**config.mk**
```make
export PLATFORM = sky130hd
export DESIGN_NAME = rv32i_mem_arbiter
export DESIGN_NICKNAME = d
export VERILOG_FILES = /design/src/rtl/rv32i_mem_arbiter.sv
export SDC_FILE = /design/constraint.sdc
export NUM_CORES = 1
export LEC_CHECK = 0
export BUFFER_PORTS_ARGS = -buffer_cell sky130_fd_sc_hd__buf_2
export CAP_MARGIN = 15
export CORE_AREA = 4 4 108 110
export CTS_CLUSTER_DIAMETER = 50
export DETAILED_ROUTE_END_ITERATION = 7
export DIE_AREA = 0 0 112 114
export SYNTH_ARGS = -nofsm -noshare
export SYNTH_HDL_FRONTEND = slang
export SYNTH_SLANG_ARGS = --single-unit
```
**constraint.sdc**
```tcl
create_clock -name clk_i -period 1.8 [get_ports clk_i]
set_input_delay 0.36 -clock clk_i [delete_from_list [all_inputs] [get_ports clk_i]]
set_output_delay 0.36 -clock clk_i [all_outputs]
set_load 0.05 [all_outputs]
```
**src/rtl/rv32i_mem_arbiter.sv**
```systemverilog
// Two-master (instruction fetch / data LSU) arbiter onto one pipelined memory port.
// Responses are steered back in acceptance order via a small requester-ID FIFO.
module rv32i_mem_arbiter #(
    parameter int unsigned MAX_OUTSTANDING = 2
) (
    input  logic        clk_i,
    input  logic        rst_ni,

    input  logic        instr_req_i,
    input  logic [31:0] instr_addr_i,
    output logic        instr_gnt_o,
    output logic        instr_rvalid_o,
    output logic [31:0] instr_rdata_o,

    input  logic        data_req_i,
    input  logic        data_we_i,
    input  logic [3:0]  data_be_i,
    input  logic [31:0] data_addr_i,
    input  logic [31:0] data_wdata_i,
    output logic        data_gnt_o,
    output logic        data_rvalid_o,
    output logic [31:0] data_rdata_o,

    output logic        mem_req_o,
    output logic        mem_we_o,
    output logic [3:0]  mem_be_o,
    output logic [31:0] mem_addr_o,
    output logic [31:0] mem_wdata_o,
    input  logic        mem_gnt_i,
    input  logic        mem_rvalid_i,
    input  logic [31:0] mem_rdata_i,

    output logic        resp_err_o,
    output logic [2:0]  outstanding_o
);

    localparam int unsigned      PTR_W    = (MAX_OUTSTANDING > 1) ? $clog2(MAX_OUTSTANDING) : 1;
    localparam logic [2:0]       MAX_CNT  = 3'(MAX_OUTSTANDING);
    localparam logic [PTR_W-1:0] PTR_LAST = PTR_W'(MAX_OUTSTANDING - 1);

    typedef enum logic {
        ARB_IDLE,
        ARB_LOCKED
    } arb_state_e;

    arb_state_e                 state_q, state_d;
    logic                       last_data_q, last_data_d;
    logic                       lock_data_q, lock_data_d;
    logic [MAX_OUTSTANDING-1:0] id_q, id_d;
    logic [PTR_W-1:0]           wr_ptr_q, wr_ptr_d;
    logic [PTR_W-1:0]           rd_ptr_q, rd_ptr_d;
    logic [2:0]                 cnt_q, cnt_d;
    logic                       err_q, err_d;

    logic sel_data;
    logic sel_req;
    logic has_room;
    logic accept;
    logic fifo_empty;
    logic pop;
    logic head_data;

    function automatic logic [PTR_W-1:0] ptr_inc(input logic [PTR_W-1:0] p);
        return (p == PTR_LAST) ? '0 : p + 1'b1;
    endfunction

    // sel_data: 1 selects the data port, 0 the instruction port
    always_comb begin
        sel_data = 1'b0;
        if (state_q == ARB_LOCKED) begin
            sel_data = lock_data_q;
        end else if (instr_req_i && !data_req_i) begin
            sel_data = 1'b0;
        end else if (data_req_i && !instr_req_i) begin
            sel_data = 1'b1;
        end else begin
            sel_data = ~last_data_q;
        end
    end

    assign sel_req  = sel_data ? data_req_i : instr_req_i;
    assign has_room = (cnt_q < MAX_CNT);
    // Gated by rst_ni so nothing is presented downstream while reset is held
    assign mem_req_o = rst_ni & sel_req & has_room;
    assign accept    = mem_req_o & mem_gnt_i;

    assign mem_addr_o  = sel_data ? data_addr_i  : instr_addr_i;
    assign mem_we_o    = sel_data & data_we_i;
    assign mem_be_o    = sel_data ? data_be_i    : 4'hF;
    assign mem_wdata_o = sel_data ? data_wdata_i : '0;

    assign instr_gnt_o = accept & ~sel_data;
    assign data_gnt_o  = accept &  sel_data;

    assign fifo_empty     = (cnt_q == '0);
    assign pop            = mem_rvalid_i & ~fifo_empty;
    assign head_data      = id_q[rd_ptr_q];
    assign instr_rvalid_o = pop & ~head_data;
    assign data_rvalid_o  = pop &  head_data;
    assign instr_rdata_o  = mem_rdata_i;
    assign data_rdata_o   = mem_rdata_i;

    assign resp_err_o    = err_q;
    assign outstanding_o = cnt_q;

    always_comb begin
        state_d     = state_q;
        last_data_d = last_data_q;
        lock_data_d = lock_data_q;
        case (state_q)
            ARB_IDLE: begin
                if (accept) begin
                    last_data_d = sel_data;
                end else if (mem_req_o) begin
                    state_d     = ARB_LOCKED;
                    lock_data_d = sel_data;
                end
            end
            ARB_LOCKED: begin
                if (accept) begin
                    state_d     = ARB_IDLE;
                    last_data_d = sel_data;
                end
            end
            default: state_d = ARB_IDLE;
        endcase
    end

    always_comb begin
        id_d     = id_q;
        wr_ptr_d = wr_ptr_q;
        rd_ptr_d = rd_ptr_q;
        cnt_d    = cnt_q;
        err_d    = err_q | (mem_rvalid_i & fifo_empty);
        if (accept) begin
            id_d[wr_ptr_q] = sel_data;
            wr_ptr_d       = ptr_inc(wr_ptr_q);
        end
        if (pop) begin
            rd_ptr_d = ptr_inc(rd_ptr_q);
        end
        case ({accept, pop})
            2'b10:   cnt_d = cnt_q + 3'd1;
            2'b01:   cnt_d = cnt_q - 3'd1;
            default: cnt_d = cnt_q;
        endcase
    end

    always_ff @(posedge clk_i or negedge rst_ni) begin
        if (!rst_ni) begin
            state_q     <= ARB_IDLE;
            last_data_q <= 1'b0;
            lock_data_q <= 1'b0;
            id_q        <= '0;
            wr_ptr_q    <= '0;
            rd_ptr_q    <= '0;
            cnt_q       <= '0;
            err_q       <= 1'b0;
        end else begin
            state_q     <= state_d;
            last_data_q <= last_data_d;
            lock_data_q <= lock_data_d;
            id_q        <= id_d;
            wr_ptr_q    <= wr_ptr_d;
            rd_ptr_q    <= rd_ptr_d;
            cnt_q       <= cnt_d;
            err_q       <= err_d;
        end
    end

endmodule

```
=== After elaboration in Yosys (flattened, before gate mapping) ===
Cells that the tools add are included.

* Register bits after elaboration: 11
* Input bits: 139
* Output and inout port bits: 142

* $add $sub $neg: 4
* Order comparisons: 4
* Eq/ne operators: 2
* Muxes and demuxes: 20
* Bitwise gates (word level): 17
* Reductions and logical operators: 8

{| class="wikitable"
|+ Operators by type and width
! kind !! count
|-
| 32-bit two-way mux || 2
|-
| 1-bit two-way mux || 13
|-
| 1-bit bitwise AND || 10
|-
| 1-bit inverter || 6
|-
| 3-bit one-hot mux with 2 select lines || 1
|-
| 1-bit by 2-bit < comparator with 1-bit output, second input constant || 2
|-
| 4-bit two-way mux || 1
|-
| 3-bit by 1-bit adder with 3-bit output, second input constant || 1
|-
| 1-bit logical AND || 3
|-
| 3-bit logical NOT || 1
|-
| 3-bit by 2-bit < comparator with 1-bit output, second input constant || 1
|-
| 3-bit AND reduction || 1
|-
| 3-bit by 1-bit subtractor with 3-bit output, second input constant || 1
|-
| 1-bit adder, second input constant || 2
|-
| 2-bit bitwise mux || 1
|-
| 2-bit by 1-bit equality test with 1-bit output, second input constant || 1
|-
| 2-bit equality test, second input constant || 1
|-
| 1-bit logical NOT || 2
|-
| 1-bit one-hot mux with 2 select lines || 1
|-
| 2-bit nonzero test || 1
|-
| 1-bit demux with 1-bit select || 1
|-
| 1-bit >= comparator, second input constant || 1
|-
| 1-bit OR || 1
|}

=== Depth between registers and ports, before layout ===
* Depth in word-level cells: 11
* Gate-level depth with buffers: 10
* Mapped depth without buffers: 10

=== Worst setup path after synthesis ===
Ideal clock, no wire load.

* Kind: reg-to-output
* Start point: register cnt_q[2], in the netlist outstanding_o[2]
* End point: output port instr_gnt_o
* Arrival: 2318 ps
* Path slack: -878 ps
* Stages on the path, launching flop included: 4
* Path through: dfrtp_1 > and4bb_2 > nand2_1 > nor3b_1

* Longest elaborated chain between the ends: 4

{| class="wikitable"
|+ Ends and longest elaborated chain
! element !! line !! RTL
|-
| from (decl) || 52 || <nowiki>logic [2:0] cnt_q, cnt_d;</nowiki>
|-
| from (signal assigned) || 166 || <nowiki>cnt_q <= cnt_d;</nowiki>
|-
| 3-bit by 2-bit < comparator with 1-bit output || 82 || <nowiki>assign has_room = (cnt_q < MAX_CNT);</nowiki>
|-
| 1-bit bitwise AND || 84 || <nowiki>assign mem_req_o = rst_ni & sel_req & has_room;</nowiki>
|-
| 1-bit bitwise AND || 85 || <nowiki>assign accept = mem_req_o & mem_gnt_i;</nowiki>
|-
| 1-bit bitwise AND || 92 || <nowiki>assign instr_gnt_o = accept & ~sel_data;</nowiki>
|-
| to (decl) || 11 || <nowiki>output logic instr_gnt_o,</nowiki>
|}

Every way passes these cells.

=== Worst setup path after layout ===
* Start point: register last_data_q
* End point: output port mem_addr_o[11]

* Longest elaborated chain between the ends: 5

{| class="wikitable"
|+ Ends and longest elaborated chain
! element !! line !! RTL
|-
| from (decl) || 47 || <nowiki>logic last_data_q, last_data_d;</nowiki>
|-
| from (signal assigned) || 161 || <nowiki>last_data_q <= last_data_d;</nowiki>
|-
| 1-bit inverter || 77 || <nowiki>sel_data = ~last_data_q;</nowiki>
|-
| 1-bit two-way mux || 74 || <nowiki>end else if (data_req_i && !instr_req_i) begin</nowiki>
|-
| 1-bit two-way mux || 72 || <nowiki>end else if (instr_req_i && !data_req_i) begin</nowiki>
|-
| 1-bit two-way mux || 70 || <nowiki>if (state_q == ARB_LOCKED) begin</nowiki>
|-
| 32-bit two-way mux || 87 || <nowiki>assign mem_addr_o = sel_data ? data_addr_i : instr_addr_i;</nowiki>
|-
| to (decl) || 27 || <nowiki>output logic [31:0] mem_addr_o,</nowiki>
|}

Every way passes these cells.

==> results.md <==
Yosys:
- By area the synthesized netlist is led by sky130_fd_sc_hd__buf_4, sky130_fd_sc_hd__mux2_4, sky130_fd_sc_hd__dfrtp_1.
- The sequential cell area fraction in the yosys report is 0.147.
- The post-synthesis average cell area is 9.29 µm².
- Synthesis produced a netlist whose cell count is 202.
- Summed over all instances, the cell type with the most area after synthesis is sky130_fd_sc_hd__buf_4.
- The post-synthesis register bit count is 11.
- In the synthesized netlist the async set-or-reset flop fraction comes to 1.00.
- The area fraction of the dominant cell type after synthesis is 0.256.
- The post-synthesis net count is 343.
- The total standard cell area after synthesis is 0.00188 mm².
- In the synthesized netlist the dominant register cell turns out to be sky130_fd_sc_hd__dfrtp_1.
- The Yosys step of the flow raised 0 warnings.
- Yosys mapped a number of flops with a built-in enable equal to 0.
- Yosys mapped the design onto 28 distinct sky130hd cell types.

Die:
- The initial core utilization is 0.175.
- Pin placement for this block handled 281 I/O pins.
- In this run the standard cell core region covers 0.0107 mm².
- In this run the vertical extent of the chip is 114 µm.
- The area of the die is 0.0128 mm².
- The number of rows created at floorplan is 38.
- The chip width is 112 µm.

Final layout:
- The proportion of layout cells with a drive suffix above 1 is 0.841.
- In the final layout, the multi-input gates occupy 0.00119 mm².
- The net total in the final layout is 500.
- The filler cells instantiated in the layout total 1090.
- The antenna diode count is 0.
- The filler-free cell count of the finished design is 498.
- The sequential standard cell area is 279 µm².
- The utilization after layout is 0.330.
- Leaving out fill and tap cells, the most frequent cells in the layout are sky130_fd_sc_hd__buf_2, sky130_fd_sc_hd__buf_6, sky130_fd_sc_hd__mux2_4.
- The post-synthesis to final-layout area growth is 88.2%.
- The most common cell after layout, fill and taps aside is sky130_fd_sc_hd__buf_2.
- The finished cells cover 0.00353 mm².

Setup path:
- The launching instance or port of the critical path is last_data_q.
- The critical-path maximum fanout is 18.
- The start-to-end type of the worst setup path is register to output pin.
- The worst reg-to-reg setup slack is -0.19 ns.
- Counting buffers and inverters, the worst setup path is 6 cells deep.
- The data arrival time of the critical path is 1.84 ns.
- Counting cells, the worst reg-to-reg path comes to 10.
- The endpoint kind of the worst setup timing path is an output pin.
- The signal on the critical path passes through nand2_2 > and2_4 > o31a_4 > buf_12 > mux2_4 > buf_6.
- The worst path required time is 1.44 ns.
- The critical path's slowest cell is sky130_fd_sc_hd__dfrtp_2.
- The dominant delay contributor by cell family on the critical path is flip-flops.
- STA classifies the critical path startpoint as a register.
- The largest single stage delay on the critical path is 0.40 ns.
- The critical path contains buffers and inverters numbering 2 combined.
- In this run the critical register-to-register path is launched from lock_data_q.

Power and ir drop:
- The clock group share of total power is 0.032.
- The combinational cell fraction of total power is 0.905.
- The worst vdd rail ir drop is 0.774 mV.
- Dividing total power by cell area gives a power density of 2200 mW/mm².
- The internal cell power is 3.65 mW.
- Of the total power, registers draw 0.063.
- For this design the static power due to leakage is 1.84 nW.
- Of the total power, the share spent switching nets is 0.531.
- The analysis attributes to net switching a power of 4.13 mW.

Timing:
- For the final database, setup skew stands at 0.00426 ns.
- The total count of hold-check failures in the final report came to 0.
- The maximum clock frequency is 454 MHz.
- The final critical delay including setup and external delays is 2.20 ns.
- The post-route fraction of the period consumed by the critical path is 1.22.
- The worst slew margin relative to its limit is 0.831.
- The number of slew-limit violations in the final report came to 0.
- The setup-violating endpoint count in the final report is 74.
- Setup repair after global routing could not meet its margin everywhere.
- In the post-route analysis, the smallest setup slack over all paths is -0.402 ns.
- The slew at the pin closest to its max-slew limit is 0.246 ns.

Min path:
- The type of the worst min-delay path is input pin to async pin.

Routing:
- The wire length reported by the detailed router is 7440 µm.
- The initial detailed-routing violation count is 36.
- The antenna violation net count after detailed routing is 0.
- Using the TritonRoute via totals, the vias-per-cell ratio works out to 3.89.
- After detailed routing, the average wire length per cell comes to 14.9 µm.
- After detailed routing, the number of remaining DRC violations is 0.
- Before antenna repair, the detailed router went through 4 iterations.
- Detailed routing inserted a total of 1937 vias.

Outcome:
- The checks that failed: setup timing.
- The run finished, with violations left.

Place:
- Prior to clock tree synthesis, the placed netlist has a worst setup slack of -0.332 ns.
- At the end of routability-driven placement, the weighted congestion stood at 0.810.
- The count of buffers added on input and output ports is 184.
- In this run, placement finished with an instance count of 477.
- The HPWL after detailed placement is 5600 µm.
- The cell area reported after detailed placement is 0.00275 mm².

Job:
- Across the run, the number of max-cap violations was 0.

Global route:
- The number of antenna violations at the first check in global routing came to 0.
- The global-route wire length before repair is 10800 µm.
- Across every metal layer, demand over resource in global routing totals 0.103.
- Entering global routing, the biggest net connects 19 pins.
- The leftover overflow at the end of global routing is 0.
- The via count of the first global-routing pass was 2120.

Clock tree:
- Clock-pin slew was measured on the worst setup and hold paths at 0.05 ns.
- The number of H-tree levels is 1.
- Buffers inserted to repair hold after CTS numbered 0.
- The maximum buffer depth of the clock tree is 2.
- The clock sink count is 11.
- The clock root buffer master is sky130_fd_sc_hd__clkbuf_8.
- The clock tree from TritonCTS is yes.
- The number of buffers inserted during clock tree synthesis is 3.
- The clock insertion delay at the later pin of the skew report is 0.24 ns.
-- state kept, by name, summed over array words and instances (netlist names), named ones only --
signal         flops
resp_err_o         1
wr_ptr_q           1
rd_ptr_q           1
outstanding_o      3
id_q               2
lock_data_q        1
last_data_q        1
-- stage by stage --
stage | hold slack (ns) | power [mW] | TNS [ns]
3_3_place_gp | 0.280 | 5.91 | -14.01
4_1_cts | 0.0223 | 7.57 | -26.08
3_5_place_dp | 0.282 | 5.97 | -16.93
6_report | 0.0269 | 7.78 | -25.11
2_1_floorplan | 0.0644 | 5.12 | -1.10
5_1_grt | 0.0365 | 8.13 | -29.34
-- repair_timing --
action	4_1_cts	5_1_grt
buffers inserted	12	7
pin swaps	7	7
setup endpoints to repair	76	76
endpoints found under the hold margin	0	0
cloned	2	1
resized for setup	156	31
-- cell usage after synthesis (2+ instances only) --
| cell | count |
|---|---|
| sky130_fd_sc_hd__inv_1 | 6 |
| sky130_fd_sc_hd__nor3_1 | 3 |
| sky130_fd_sc_hd__o21ai_0 | 2 |
| sky130_fd_sc_hd__dfrtp_1 | 11 |
| sky130_fd_sc_hd__and2_1 | 35 |
| sky130_fd_sc_hd__a21oi_1 | 6 |
| sky130_fd_sc_hd__nand2b_1 | 7 |
| sky130_fd_sc_hd__buf_6 | 5 |
| sky130_fd_sc_hd__nor3b_1 | 2 |
| sky130_fd_sc_hd__clkbuf_1 | 2 |
| sky130_fd_sc_hd__mux2_4 | 32 |
| sky130_fd_sc_hd__nand2_1 | 3 |
| sky130_fd_sc_hd__xor2_1 | 2 |
| sky130_fd_sc_hd__buf_4 | 64 |
| sky130_fd_sc_hd__xnor2_1 | 3 |
| sky130_fd_sc_hd__nor2_1 | 5 |
| sky130_fd_sc_hd__mux2i_1 | 3 |
-- per-layer routing --
layer | vias up | GRT usage | share of wire
met1 | 884 | 0.103 | 0.32
met3 | 22 | 0.0340 | 0.11
met2 | 123 | 0.200 | 0.55
met4 | 0 | 0.0296 | 0.024
met5 | - | 0 | 0
li1 | 908 | - | -
-- final timing paths --
kind | endpoint
min reg2reg | resp_err_o
max | mem_addr_o[11]
max reg2reg | outstanding_o[2]
min in group clk_i | resp_err_o
max in group asynchronous | last_data_q
min | outstanding_o[0]
-- power by group through the flow --
| stage | logic, mW | clock network [mW] | registers (mW) |
|---|---|---|---|
| final | 7.04 | 0.253 | 0.490 |
| after CTS | 6.83 | 0.262 | 0.472 |
| after global placement | 5.43 | 0 | 0.477 |
| after floorplan | 4.48 | 0 | 0.643 |
| after global routing | 7.35 | 0.268 | 0.512 |
| after detailed placement | 5.49 | 0 | 0.484 |
-- kinds of logic (layout without fill, tap and decap cells) --
group | count (synthesis) | after routing | share of synthesized area
adder cells (fa/ha/maj) | 2 | 2 | 0.0173
buffers and inverters | 77 | 233 | 0.302
AO/OA/AOI/OAI | 14 | 14 | 0.0520
AND/OR/NAND/NOR | 58 | 58 | 0.187
flip-flops | 11 | 11 | 0.147
multiplexers | 35 | 35 | 0.272
XOR/XNOR | 5 | 5 | 0.0233
-- worst register-to-register path, stage by stage, from the launching register on --
cell	delay [ns]
sky130_fd_sc_hd__dfrtp_1	0.38
sky130_fd_sc_hd__mux2i_2	0.26
sky130_fd_sc_hd__and2_4	0.20
sky130_fd_sc_hd__nor3b_4	0.05
sky130_fd_sc_hd__inv_2	0.08
sky130_fd_sc_hd__ha_4	0.14
sky130_fd_sc_hd__inv_2	0.04
sky130_fd_sc_hd__fa_2	0.32
sky130_fd_sc_hd__xor2_1	0.15
sky130_fd_sc_hd__nor2_1	0.13
sky130_fd_sc_hd__xor2_1	0.17
-- final cells by class --
type                    count  share of cell area
clock buffers               4              0.0128
inverters                   6             0.00638
multi-input cells         114               0.336
flip-flops and latches     11              0.0790
well taps                 140              0.0496
repair buffers            223               0.516
No activity file was read; power rests on OpenSTA's default activity.
